<file path="config.mk">
export PLATFORM = sky130hd
export DESIGN_NAME = seq_div32_flat
export DESIGN_NICKNAME = d
export VERILOG_FILES = /design/src/rtl/seq_div32_if.sv /design/src/rtl/seq_div32.sv /design/src/flat_wrapper.sv
export SDC_FILE = /design/constraint.sdc
export NUM_CORES = 1
export LEC_CHECK = 0
export ABC_AREA = 1
export CAP_MARGIN = 10
export CELL_PAD_IN_SITES_DETAIL_PLACEMENT = 0
export CELL_PAD_IN_SITES_GLOBAL_PLACEMENT = 2
export CORE_ASPECT_RATIO = 1.75
export CORE_MARGIN = 1
export CORE_UTILIZATION = 29
export DETAILED_ROUTE_END_ITERATION = 8
export PLACE_DENSITY = 0.8
export SYNTH_ARGS = -nofsm -noshare
export SYNTH_HDL_FRONTEND = slang
export SYNTH_SLANG_ARGS = --single-unit
</file>
<file path="constraint.sdc">
create_clock -name clk -period 3.65 [get_ports clk]
set_input_delay 0.73 -clock clk [delete_from_list [all_inputs] [get_ports clk]]
set_output_delay 0.73 -clock clk [all_outputs]
set_load 0.02 [all_outputs]
</file>
<file path="src/rtl/seq_div32_if.sv">
// seq_div32_if: request/result bundle for the sequential divider.
//   master : drives start, is_signed, a, b; observes busy, done, q, r, div_by_zero
//   slave  : the divider itself
interface seq_div32_if #(
  parameter int WIDTH = 32
);
  logic             start;
  logic             is_signed;
  logic [WIDTH-1:0] a;
  logic [WIDTH-1:0] b;
  logic             busy;
  logic             done;
  logic [WIDTH-1:0] q;
  logic [WIDTH-1:0] r;
  logic             div_by_zero;

  modport master (
    output start, is_signed, a, b,
    input  busy, done, q, r, div_by_zero
  );

  modport slave (
    input  start, is_signed, a, b,
    output busy, done, q, r, div_by_zero
  );
endinterface

</file>
<file path="src/rtl/seq_div32.sv">
// seq_div32: multi-cycle radix-2 restoring divider (DIV / DIVU).
// Ports:
//   clk    - system clock, rising edge
//   rst_n  - asynchronous active-low reset
//   bus    - seq_div32_if.slave: start/is_signed/a/b in, busy/done/q/r/div_by_zero out
// One restoring step per cycle on operand magnitudes; the sign fix is applied
// when the final step writes q/r, so results appear WIDTH cycles after start.
//
// state  | meaning
// S_IDLE | waiting for start; q/r/div_by_zero hold the last result
// S_RUN  | WIDTH restoring iterations in progress, busy=1
module seq_div32 #(
  parameter int WIDTH = 32
) (
  input  logic  clk,
  input  logic  rst_n,
  seq_div32_if.slave bus
);
  localparam int CW = (WIDTH > 1) ? $clog2(WIDTH) : 1;

  typedef enum logic {
    S_IDLE = 1'b0,
    S_RUN  = 1'b1
  } state_t;

  state_t r_state;
  state_t w_state_nxt;

  logic             r_sa;
  logic             r_sb;
  logic             r_zero;
  logic [WIDTH-1:0] r_bmag;
  logic [WIDTH-1:0] r_rem;
  logic [WIDTH-1:0] r_dvd;
  logic [CW-1:0]    r_cnt;
  logic [WIDTH-1:0] r_q;
  logic [WIDTH-1:0] r_r;
  logic             r_dbz;
  logic             r_done;

  logic             w_load;
  logic             w_run;
  logic             w_last;
  logic             w_busy;
  logic [WIDTH-1:0] w_amag;
  logic [WIDTH-1:0] w_bmag;
  logic [WIDTH:0]   w_shift_rem;
  logic [WIDTH:0]   w_trial;
  logic             w_qbit;
  logic [WIDTH-1:0] w_rem_nxt;
  logic [WIDTH-1:0] w_quot_nxt;

  // Magnitudes; the most negative value maps onto itself, which is the
  // correct unsigned magnitude.
  assign w_amag = (bus.is_signed && bus.a[WIDTH-1]) ? (~bus.a + 1'b1) : bus.a;
  assign w_bmag = (bus.is_signed && bus.b[WIDTH-1]) ? (~bus.b + 1'b1) : bus.b;

  // Restoring step: bring the next dividend bit into the partial remainder
  // and subtract the divisor at WIDTH+1 bits so the borrow is the sign.
  assign w_shift_rem = {r_rem, r_dvd[WIDTH-1]};
  assign w_trial     = w_shift_rem - {1'b0, r_bmag};
  assign w_qbit      = ~w_trial[WIDTH];
  assign w_rem_nxt   = w_qbit ? w_trial[WIDTH-1:0] : w_shift_rem[WIDTH-1:0];
  assign w_quot_nxt  = {r_dvd[WIDTH-2:0], w_qbit};

  always_ff @(posedge clk or negedge rst_n) begin
    if (!rst_n) r_state <= S_IDLE;
    else        r_state <= w_state_nxt;
  end

  always_comb begin
    w_state_nxt = r_state;
    w_load      = 1'b0;
    w_run       = 1'b0;
    w_last      = 1'b0;
    w_busy      = 1'b0;
    case (r_state)
      S_IDLE: begin
        if (bus.start) begin
          w_load      = 1'b1;
          w_state_nxt = S_RUN;
        end
      end
      S_RUN: begin
        w_busy = 1'b1;
        w_run  = 1'b1;
        if (r_cnt == CW'(WIDTH - 1)) begin
          w_last      = 1'b1;
          w_state_nxt = S_IDLE;
        end
      end
      default: w_state_nxt = S_IDLE;
    endcase
  end

  always_ff @(posedge clk or negedge rst_n) begin
    if (!rst_n) begin
      r_sa   <= 1'b0;
      r_sb   <= 1'b0;
      r_zero <= 1'b0;
      r_bmag <= '0;
      r_rem  <= '0;
      r_dvd  <= '0;
      r_cnt  <= '0;
      r_q    <= '0;
      r_r    <= '0;
      r_dbz  <= 1'b0;
      r_done <= 1'b0;
    end else begin
      r_done <= w_last;
      if (w_load) begin
        r_sa   <= bus.is_signed & bus.a[WIDTH-1];
        r_sb   <= bus.is_signed & bus.b[WIDTH-1];
        r_zero <= (bus.b == '0);
        r_bmag <= w_bmag;
        r_dvd  <= w_amag;
        r_rem  <= '0;
        r_cnt  <= '0;
      end else if (w_run) begin
        r_rem <= w_rem_nxt;
        r_dvd <= w_quot_nxt;
        r_cnt <= r_cnt + 1'b1;
      end
      if (w_last) begin
        r_q   <= (r_sa ^ r_sb) ? (~w_quot_nxt + 1'b1) : w_quot_nxt;
        r_r   <= r_sa ? (~w_rem_nxt + 1'b1) : w_rem_nxt;
        r_dbz <= r_zero;
      end
    end
  end

  assign bus.busy        = w_busy;
  assign bus.done        = r_done;
  assign bus.q           = r_q;
  assign bus.r           = r_r;
  assign bus.div_by_zero = r_dbz;
endmodule

</file>
<file path="src/flat_wrapper.sv">
// flat-port wrapper written by rule: the top's interface ports become plain ports
module seq_div32_flat 
#(
  parameter int WIDTH = 32
)
  (clk, rst_n, bus_start, bus_is_signed, bus_a, bus_b, bus_busy, bus_done, bus_q, bus_r, bus_div_by_zero);
  seq_div32_if #(.WIDTH(WIDTH)) bus_i ();
  input  logic clk;
  input  logic rst_n;
  input wire logic [$bits(bus_i.start)-1:0] bus_start;
  input wire logic [$bits(bus_i.is_signed)-1:0] bus_is_signed;
  input wire logic [$bits(bus_i.a)-1:0] bus_a;
  input wire logic [$bits(bus_i.b)-1:0] bus_b;
  output wire logic [$bits(bus_i.busy)-1:0] bus_busy;
  output wire logic [$bits(bus_i.done)-1:0] bus_done;
  output wire logic [$bits(bus_i.q)-1:0] bus_q;
  output wire logic [$bits(bus_i.r)-1:0] bus_r;
  output wire logic [$bits(bus_i.div_by_zero)-1:0] bus_div_by_zero;
  assign bus_i.start = bus_start;
  assign bus_i.is_signed = bus_is_signed;
  assign bus_i.a = bus_a;
  assign bus_i.b = bus_b;
  assign bus_busy = bus_i.busy;
  assign bus_done = bus_i.done;
  assign bus_q = bus_i.q;
  assign bus_r = bus_i.r;
  assign bus_div_by_zero = bus_i.div_by_zero;
  seq_div32 #(.WIDTH(WIDTH)) u_core (.clk(clk), .rst_n(rst_n), .bus(bus_i));
endmodule
</file>
=== Word-level counts from Yosys, hierarchy flattened ===
Index checks and enable logic that the tools add are counted.

* Logic and storage cells: 50
* Register bits: 171

* Multiplexer cells: 18
* Equal/unequal tests: 1
* Bitwise operators: 9
* $add $sub $neg: 6
* Reductions and logical operators: 4

{| class="wikitable"
|+ Operators by type and width
! cell !! count
|-
| 32-bit two-way mux || 9
|-
| 32-bit by 1-bit adder with 32-bit output (second input constant) || 4
|-
| 32-bit NOT || 4
|-
| 33-bit by 32-bit subtractor with 33-bit output || 1
|-
| 32-bit logical NOT || 1
|-
| 5-bit two-way mux || 2
|-
| 1-bit two-way mux || 6
|-
| 5-bit by 1-bit adder with 5-bit output (second input constant) || 1
|-
| 5-bit == test (second input constant) || 1
|-
| 1-bit bitwise AND || 2
|-
| 1-bit logical AND || 2
|-
| 1-bit NOT || 2
|-
| 1-bit case mux with 2 select lines || 1
|-
| 2-bit nonzero test || 1
|-
| 1-bit XOR || 1
|}

=== Depth between registers and ports, before layout ===
* Depth in word-level cells: 5
* Depth in mapped cells: 28
* Gate-level depth less buffers: 26

=== Worst setup path before layout ===
No wires, ideal clock.

* Path type: register to register
* Start: register u_core.r_dvd[31]
* End: register u_core.r_q[30], in the netlist u_core.bus.q[30]
* Slack: -0.051 ns
* Setup time: 0.083 ns
* Cell stages (with the launch flop): 29
* Data arrival time: 3.618 ns
* Path buffers: 2
* Clock period less this slack: 3.701 ns
* Path through: dfrtp_1 inv_1 ha_1 fa_1 inv_1 nand2_1 nand2_1 nand3_1 nand2_1 nand2_1 nand2_2 nand2_4 nand2_4 nand2_4 nand2_4 buf_6 buf_2 ha_1 nand4_1 nand3b_1 inv_1 nand4_1 nand2_1 o21a_1 o21ai_0 a21oi_1 o21ai_0 xor2_1 o21ai_0

* Cells in the longest elaborated chain, start to end: 5

{| class="wikitable"
|+ RTL lines
! item !! RTL line !! source
|-
| start, declared || seq_div32.sv:34 || <nowiki>logic [WIDTH-1:0] r_dvd;</nowiki>
|-
| start signal, assigned || seq_div32.sv:116 || <nowiki>r_dvd <= w_amag;</nowiki>
|-
| start signal, assigned || seq_div32.sv:121 || <nowiki>r_dvd <= w_quot_nxt;</nowiki>
|-
| 33-bit by 32-bit subtractor with 33-bit output || seq_div32.sv:61 || <nowiki>assign w_trial = w_shift_rem - {1'b0, r_bmag};</nowiki>
|-
| 1-bit NOT || seq_div32.sv:62 || <nowiki>assign w_qbit = ~w_trial[WIDTH];</nowiki>
|-
| 32-bit NOT || seq_div32.sv:125 || <nowiki>r_q <= (r_sa ^ r_sb) ? (~w_quot_nxt + 1'b1) : w_quot_nxt;</nowiki>
|-
| 32-bit by 1-bit adder with 32-bit output || seq_div32.sv:125 ||
|-
| 32-bit two-way mux || seq_div32.sv:125 ||
|-
| end signal, assigned || seq_div32.sv:125 ||
|-
| end, declared || seq_div32.sv:36 || <nowiki>logic [WIDTH-1:0] r_q;</nowiki>
|}

No other way between the ends.
A chain may end at the register's enable or synchronous reset.

=== Final worst setup path ===
* Start: register u_core.r_rem[23]
* End: register u_core.r_q[14], in the netlist u_core.bus.q[14]

* Cells in the longest elaborated chain, start to end: 5

{| class="wikitable"
|+ RTL lines
! item !! RTL line !! source
|-
| start, declared || seq_div32.sv:33 || <nowiki>logic [WIDTH-1:0] r_rem;</nowiki>
|-
| start signal, assigned || seq_div32.sv:120 || <nowiki>r_rem <= w_rem_nxt;</nowiki>
|-
| 33-bit by 32-bit subtractor with 33-bit output || seq_div32.sv:61 ||
|-
| 1-bit NOT || seq_div32.sv:62 ||
|-
| 32-bit NOT || seq_div32.sv:125 ||
|-
| 32-bit by 1-bit adder with 32-bit output || seq_div32.sv:125 ||
|-
| 32-bit two-way mux || seq_div32.sv:125 ||
|}

No other way between the ends.

==> summary.md <==
| Metric | Value |
|---|---|
| XOR/XNOR share of the synthesized area | 6.158% |
| Post-synthesis sequential area ratio | 34.19% |
| Post-synthesis simple-gate area fraction | 32.89% |
| Crit-path max FO | 3 |
| Final hold violations | 0 |
| Top cell type's share of synthesized area | 34.19% |
| Cell Rows | 100 |
| Syn_nets | 1983 |
| Outcome | finished clean |
| Critical path class | reg2reg |
| Top post-synthesis cells by count | nand2_1 (612), inv_1 (238), dfrtp_1 (171) |
| Vias in the first global route | 13583 |
| Min Tclk post-route | 3.499 ns |
| RSZ-0062 raised after global routing | true |
| Cts bufs inserted | 17 |
| Drt drc | 0 |
| FMAX | 0.2858 GHz |
| Yosys top cell by area | dfrtp_1 |
| Most frequent cell after synthesis | nand2_1 |
| Footprint of the multi-input gates | 7405 um^2 |
| Finished Core Util | 39.66% |
| Crit end category | register |
| Wirelength per Cell | 17.89 um |
| Chip Height | 276.8 um |
| Num Clock Sinks | 171 |
| TritonCTS clock tree | built |
| Flops & latches, synth | 171 |
| Netlist cell types | 45 |
| Final GP Congestion | 0.9235 |
| Flop2flop setup slack | 0.15 ns |
| Main combinational cell family by area after synthesis | simple AND/OR/NAND/NOR gates |
| Clock buffer depth | 2 |
| Vias post-DR | 13084 |
| Layout area overhead | 34.82% |
| Remaining global-route overflow | 0 |
| YS warnings | 0 |
| Clk pin slew, worst setup/hold paths | 0.08 ns |
| Placed wire-length estimate | 40120 um |
| Io pins | 135 |
| 1st-pass router iterations | 5 |
| Fin nets | 2282 |
| Largest net degree at the start of global routing | 83 |
| DRT Wirelength | 49180 um |
| Post-DRT Antenna Nets | 0 |
| Critical Path RT | 3.96 ns |
| Crit path DAT | 3.81 ns |
| Top cells by area, synth | dfrtp_1 (34%), nand2_1 (18%), inv_1 (7.1%) |
| Filler cells | 4623 |
| Predominant post-synthesis flop cell | dfrtp_1 |
| Vias per inst | 4.760 |
| Initial DRC count | 609 |
| Synth Cell Area | 12520 um^2 |
| Number of synthesized flops with an enable pin | 0 |
| Die W | 159.0 um |
| Multiplexer area fraction after synthesis | 0% |
| Synth Area per Inst | 6.672 um^2 |
| Clock Latency Late Sink | 0.46 ns |
| H-tree levels | 4 |
| Core area | 42540 um^2 |
| Asr flop ratio synth | 100.0% |
| Port Buffer Count | 134 |
| Max_slew headroom | 40.81% |
| Layout cells sized above 1 | 15.13% |
| CTS hold repair buffers | 0 |
| Clk root buf | clkbuf_16 |
| Seq. cell area | 4282 um^2 |
| Clk_skew | 0.01432 ns |
| Hold_ws | 0.2027 ns |
| Hold WC Path Type | in2async |
| First-pass GRT wire length | 75770 um |
| Die ar. | 44030 um^2 |
| Fin. max-slew vios | 0 |
| Max Cap Violations | 0 |
| Reg2reg path depth | 23 |
| Syn Inst Count | 1876 |
| Starting Density | 29.42% |
| Post-synthesis compound-gate area fraction | 13.23% |
| Initial antenna violation count | 0 |
| Overall Global Routing Usage | 22.71% |
| Final worst-path cycle share | 95.88% |
| Crit path launch type | register |
| # setup viols final | 0 |
| Worst-Margin Slew | 0.8816 ns |
| Adder-cell share of the synthesized area | 3.959% |
## stage by stage
stage	area, um^2	TNS [ns]	worst slack [ns]	std cells
finish	16870	0	0.1505	2749
CTS	16490	0	0.007250	2743
global route	16870	-0.1655	-0.07531	2748
global placement	15860	-0.6419	-0.1118	2707
detailed placement	15860	-0.9137	-0.1260	2707
floorplan	12520	0	0.01997	1876
## state kept, by name, summed over array words and instances (netlist names)
| signal | flops |
|---|---|
| u_core.bus.div_by_zero | 1 |
| u_core.bus.done | 1 |
| u_core.bus.q | 32 |
| u_core.bus.r | 32 |
| u_core.r_bmag | 32 |
| u_core.r_cnt | 5 |
| u_core.r_dvd | 32 |
| u_core.r_rem | 32 |
| u_core.r_sa | 1 |
| u_core.r_sb | 1 |
| u_core.r_state | 1 |
| u_core.r_zero | 1 |
## layer usage
| layer | track usage (%) | vias to the layer above | routed length (um) |
|---|---|---|---|
| met5 | 0 | - | 0 |
| met4 | 14.64 | 0 | 3084 |
| met3 | 2.651 | 96 | 1253 |
| met2 | 45.33 | 240 | 27490 |
| met1 | 21.39 | 6097 | 17350 |
| li1 | - | 6651 | - |
## final cells by class
cell class,count,share of cell area [%]
clock buffer,19,2.684
tap,561,4.160
multi-input combinational,1400,43.88
inverter,244,5.428
clock inverter,12,0.6080
sequential,171,25.37
timing repair buffer,341,17.85
antenna,1,0.01483
## cells in the final DEF, fill, tap and decap left out, types with 6 or more instances in the layout
| master | netlist | final |
|---|---|---|
| nor2_2 | 7 | 9 |
| nand3b_1 | 9 | 9 |
| nand3_1 | 134 | 133 |
| clkdlybuf4s50_1 | 0 | 133 |
| nor4_1 | 9 | 9 |
| nor3_1 | 19 | 18 |
| xnor2_1 | 32 | 31 |
| o21ai_2 | 6 | 9 |
| dfrtp_1 | 171 | 169 |
| buf_12 | 0 | 7 |
| buf_4 | 1 | 197 |
| ha_1 | 38 | 19 |
| o21ai_0 | 140 | 133 |
| o221ai_1 | 10 | 10 |
| nand2_4 | 6 | 9 |
| xor2_1 | 56 | 56 |
| a22oi_1 | 19 | 19 |
| inv_2 | 4 | 8 |
| nor2_1 | 148 | 144 |
| o22ai_1 | 22 | 22 |
| o21bai_1 | 6 | 6 |
| o21ai_1 | 12 | 16 |
| nand4_1 | 23 | 23 |
| inv_1 | 238 | 234 |
| ha_4 | 0 | 18 |
| a21oi_1 | 54 | 51 |
| nand2_1 | 612 | 597 |
| inv_6 | 0 | 6 |
| clkbuf_16 | 0 | 17 |
| nand2_2 | 4 | 16 |
## worst paths after layout
| kind | from | endpoint |
|---|---|---|
| max in group asynchronous | rst_n | u_core.r_bmag[22] |
| setup / recovery | u_core.r_rem[23] | u_core.bus.q[14] |
| setup reg to reg | u_core.r_rem[23] | u_core.bus.q[14] |
| hold reg to reg | u_core.bus.q[25] | u_core.bus.q[25] |
| min in group clk | u_core.bus.q[25] | u_core.bus.q[25] |
| hold / removal | rst_n | u_core.bus.q[21] |
## critical path, cell delays in order, from the launching register on
cell and delay, ns:
dfrtp_2 0.45, ha_4 0.28, nand2_2 0.06, nor2_4 0.12, inv_2 0.06, nor3_4 0.23
and2_4 0.19, nand2_4 0.05, buf_4 0.14, nand3_4 0.08, nand2_4 0.08, ha_4 0.17
nand4_1 0.09, nand3b_1 0.14, inv_1 0.06, nand4_1 0.19, nand2_1 0.11, buf_4 0.14
buf_4 0.12, buf_4 0.12, buf_4 0.12, buf_4 0.14, xor2_1 0.13, o21ai_1 0.08
## kinds of logic after synthesis
family	after synthesis
AO/OA/AOI/OAI	290
flip-flops	171
AND/OR/NAND/NOR	983
XOR/XNOR	88
adder cells (fa/ha/maj)	39
buffers and inverters	305
## repair_timing
action,4_1_cts,5_1_grt
endpoints found under the hold margin,0,0
cloned,0,0
setup buffers,5,5
setup endpoints to repair,19,34
pin swaps,1,12
gates resized for setup,13,55
Power is not shown: default switching activity piles up to over one toggle a cycle in this logic, so the estimate is an artifact.
